===== src/rtl/one_hot_monitor.sv =====
// Registered one-hot monitor with sticky error, saturating violation counter,
// first-fault capture and a DISABLED/MONITOR/FAULT state machine.
// Optional build macro: ONE_HOT_MON_ZERO_OK_EN (all-zero sample counts as legal "no select").
module one_hot_monitor #(
  parameter int unsigned WIDTH = 4,
  parameter int unsigned CNT_W = 8,
  parameter int unsigned IDX_W = $clog2(WIDTH)
) (
  input  logic             clk,
  input  logic             rst,
  input  logic [WIDTH-1:0] sig_in,
  input  logic             en,
  input  logic             clr,
  output logic             one_hot,
  output logic [IDX_W-1:0] index,
  output logic             err,
  output logic [CNT_W-1:0] err_cnt,
  output logic [WIDTH-1:0] fault_vec,
  output logic [1:0]       state
);

  typedef enum logic [1:0] {
    ST_DISABLED = 2'b00,
    ST_MONITOR  = 2'b01,
    ST_FAULT    = 2'b10
  } state_t;

  state_t state_q, state_d;

  logic             is_one_hot_c;
  logic             is_zero_c;
  logic             viol_c;
  logic [IDX_W-1:0] enc_c;

  // Sample classification and index encoding
  always_comb begin
    is_zero_c    = (sig_in == '0);
    is_one_hot_c = !is_zero_c && ((sig_in & (sig_in - WIDTH'(1))) == '0);
`ifdef ONE_HOT_MON_ZERO_OK_EN
    viol_c       = en && !is_one_hot_c && !is_zero_c;
`else
    viol_c       = en && !is_one_hot_c;
`endif
    enc_c = '0;
    for (int unsigned i = 0; i < WIDTH; i++) begin
      if (sig_in[i]) enc_c = IDX_W'(i);
    end
  end

  // Next-state logic
  always_comb begin
    state_d = state_q;
    unique case (state_q)
      ST_DISABLED: begin
        if (viol_c)  state_d = ST_FAULT;
        else if (en) state_d = ST_MONITOR;
      end
      ST_MONITOR: begin
        if (viol_c)   state_d = ST_FAULT;
        else if (!en) state_d = ST_DISABLED;
      end
      ST_FAULT: begin
        // Only a clear releases FAULT; a same-cycle violation re-enters it.
        if (clr) begin
          if (viol_c)  state_d = ST_FAULT;
          else if (en) state_d = ST_MONITOR;
          else         state_d = ST_DISABLED;
        end
      end
      default: state_d = ST_DISABLED;
    endcase
  end

  always_ff @(posedge clk) begin
    if (rst) state_q <= ST_DISABLED;
    else     state_q <= state_d;
  end

  assign state = state_q;

  // Verdict, sticky flag, saturating counter and first-fault capture
  always_ff @(posedge clk) begin
    if (rst) begin
      one_hot   <= 1'b0;
      index     <= '0;
      err       <= 1'b0;
      err_cnt   <= '0;
      fault_vec <= '0;
    end else begin
      if (en) begin
        one_hot <= is_one_hot_c;
        index   <= is_one_hot_c ? enc_c : '0;
      end
      if (clr) begin
        err     <= viol_c;
        err_cnt <= viol_c ? CNT_W'(1) : '0;
      end else begin
        err <= err | viol_c;
        if (viol_c && (err_cnt != '1)) err_cnt <= err_cnt + CNT_W'(1);
      end
      if (viol_c && (!err || clr)) fault_vec <= sig_in;
      else if (clr)                fault_vec <= '0;
    end
  end

endmodule


===== config.mk =====
export PLATFORM = sky130hd
export DESIGN_NAME = one_hot_monitor
export DESIGN_NICKNAME = d
export VERILOG_FILES = /design/src/rtl/one_hot_monitor.sv
export SDC_FILE = /design/constraint.sdc
export NUM_CORES = 1
export LEC_CHECK = 0
export CORE_ASPECT_RATIO = 1.5
export CORE_MARGIN = 2
export CORE_UTILIZATION = 50
export DETAILED_ROUTE_END_ITERATION = 8
export MAX_ROUTING_LAYER = met4
export PLACE_DENSITY = 0.81
export SYNTH_ARGS = -nofsm -noshare
export SYNTH_HDL_FRONTEND = slang
export SYNTH_SLANG_ARGS = --single-unit

===== constraint.sdc =====
create_clock -name clk -period 4.75 [get_ports clk]
set_clock_uncertainty 0.2 [all_clocks]
set_input_delay 1.1875 -clock clk [delete_from_list [all_inputs] [get_ports clk]]
set_output_delay 1.1875 -clock clk [all_outputs]
set_load 0.05 [all_outputs]

==> flow_summary.ini <==
[power_and_ir_drop]
p_leak_nw = 0.414
ir_drop_mv = 0.187
power.total_mw = 0.325
p_per_area_nw_per_um2 = 264

[grt]
met3_usage_pct = 2.26
busiest_layer = met2
grtUsageTotal_pct = 21.8
antenna_found_initial = 0
grt_overflow = 0
use_met1_pct = 25.5
globalRouteMet2Util_pct = 36.6
grt_max_degree = 18
grt_pass1_vias = 804
grt_pass1_wl_mm = 3.52

[cts]
post-cts-setup-buffers = 0
cts_tree = yes
clk_pin_slew_worst_paths_ps = 100
cts.sinks = 18
cts_resized = 0
root_buffer = clkbuf_4
cts-buffers-inserted = 3
cts_buffer_depth = 2
clk-insertion-delay-late_ps = 300
h-tree-depth = 1
hold_buffers = 0

[sta]
rsz0062_at_grt = no
setup_slack_ps = 1630
hold-worst-slack_ps = 277
slew_headroom_pct = 62.7
worstMarginPinSlew_ps = 555
period_needed_ps = 3120
finalSetupViolations = 0
hold_viol = 0
tns_ps = 0
period_share_pct = 65.7
slew_violations = 0
timing.fmax_mhz = 320

[outcome]
outcome = finished clean

[finish]
final_common_cell = clkdlybuf4s50_1
instances_no_fill = 151
nFillCells = 165
final_cell_mix = clkdlybuf4s50_1, dfxtp_1, a21oi_1
nets = 140
area_growth_pct = 25.1
n_antenna_cell = 0
post-route-util_pct = 66.3
drive_above_1_share_pct = 9.23
post-route-cell-area_um2 = 1230

[place]
place_area_um2 = 1190
post-place-ws_ps = 1310
dpl.hpwl_mm = 1.61
dp.cells = 147
gp_congestion = 0.758
io_buffers = 25

[routing]
drc_errors = 0
drt-initial-drc-count = 11
routed_via_density = 6.10
wl_per_cell_um = 14.3
first_pass_iters = 4
via_count = 921
postRouteAntennaNets = 0
wl_mm = 2.16

[critical_path]
cp.required_ps = 4710
arrival_ps = 3080
crit_path_max_fanout = 14
worstSetupPathType = in2reg
path_cells = clkdlybuf4s50_1 -> xor2_1 -> o211a_1 -> nor4_1 -> o32ai_1
critPathLaunchType = input port
cp_slowest_cell = clkdlybuf4s50_1
max_stage_delay_ps = 580
crit_path_end_kind = register

[synth]
syn-cell-area_um2 = 983
ys_top_cells_by_area = dfxtp_1, a21oi_1, clkbuf_8
ys_seq_area_share_pct = 36.6
synthFlopType = dfxtp_1
synthCells = 109
synthArstFlopShare_pct = 0
synth_cell_types = 43
synth_top_area_share_pct = 36.6
syn_avg_cell_area_um2 = 9.02
syn-num-nets = 118
synth_top_area_cell = dfxtp_1
synth_edf_count = 0
yosys_warnings = 0
ys_seq_elements = 18

[die]
start_util_pct = 53.0
dieWidth_um = 40.2
fp.dieArea_um2 = 2340
core_area_um2 = 1850
die_h_um = 58.3
ios = 26
core.rowCount = 19

[worst_hold_path]
hp-class = reg2reg

[job]
cap_violations = 0
-- sequential cells by signal, indices dropped and copies added, names as in the netlist --
name       cells
err            1
err_cnt        8
fault_vec      4
index          2
one_hot        1
state          2
-- cells in the mapped netlist (all sizes together) (2+ instances only) --
| library cell | n |
|---|---|
| nand3 | 3 |
| nand4 | 2 |
| a21oi | 11 |
| nand2 | 5 |
| a211oi | 2 |
| a211o | 2 |
| buf | 4 |
| or3 | 2 |
| o31ai | 3 |
| o32ai | 3 |
| clkbuf | 4 |
| nand2b | 3 |
| nor2 | 5 |
| or3b | 4 |
| o211ai | 2 |
| nor4 | 4 |
| o21ai | 5 |
| xnor2 | 2 |
| or4 | 3 |
| inv | 6 |
| dfxtp | 18 |
-- report_power, final --
group	total [mW]	leakage (nW)	switching, mW	internal [mW]
clock network	0.0963	0.0210	0.0496	0.0468
logic	0.0683	0.246	0.0435	0.0248
registers	0.160	0.147	0.00387	0.156
-- cell families (layout without fill, tap and decap cells) --
group,after synthesis,count (layout),synth area share (%)
flops,18,18,36.6
mux,1,1,1.02
fa+ha+maj,1,1,1.27
xor+xnor,3,3,2.67
simple gates,38,38,26.0
compound gates,34,34,23.4
buf+inv,14,35,9.03
-- critical path, delay by kind of cell --
family | cells | cell delay (ps)
AND/OR/NAND/NOR | 1 | 530
XOR/XNOR | 1 | 250
buffers and inverters | 1 | 580
AO/OA/AOI/OAI | 2 | 540
-- layout make-up --
type | count | area [um2] | area share, %
Multi-Input combinational cell | 77 | 534 | 43.4
Sequential cell | 18 | 360 | 29.3
Timing Repair Buffer | 25 | 250 | 20.3
Tap cell | 21 | 26.3 | 2.14
Clock buffer | 4 | 36.3 | 2.95
Inverter | 6 | 22.5 | 1.83
-- layer usage --
metal / up-vias / share of wire, %
met2: 26 / 53
met1: 435 / 43
met3: 5 / 3.0
li1: 455 / -
met5: - / 0
met4: 0 / 1.7
-- final timing paths --
kind,from,endpoint,slack [ps],cells after the start
max,sig_in[1],fault_vec[1],1630,5
min,fault_vec[3],fault_vec[3],280,2
max reg2reg,err_cnt[0],err_cnt[4],2680,5
min reg2reg,fault_vec[3],fault_vec[3],280,2
(Power assumes the default switching activity.)
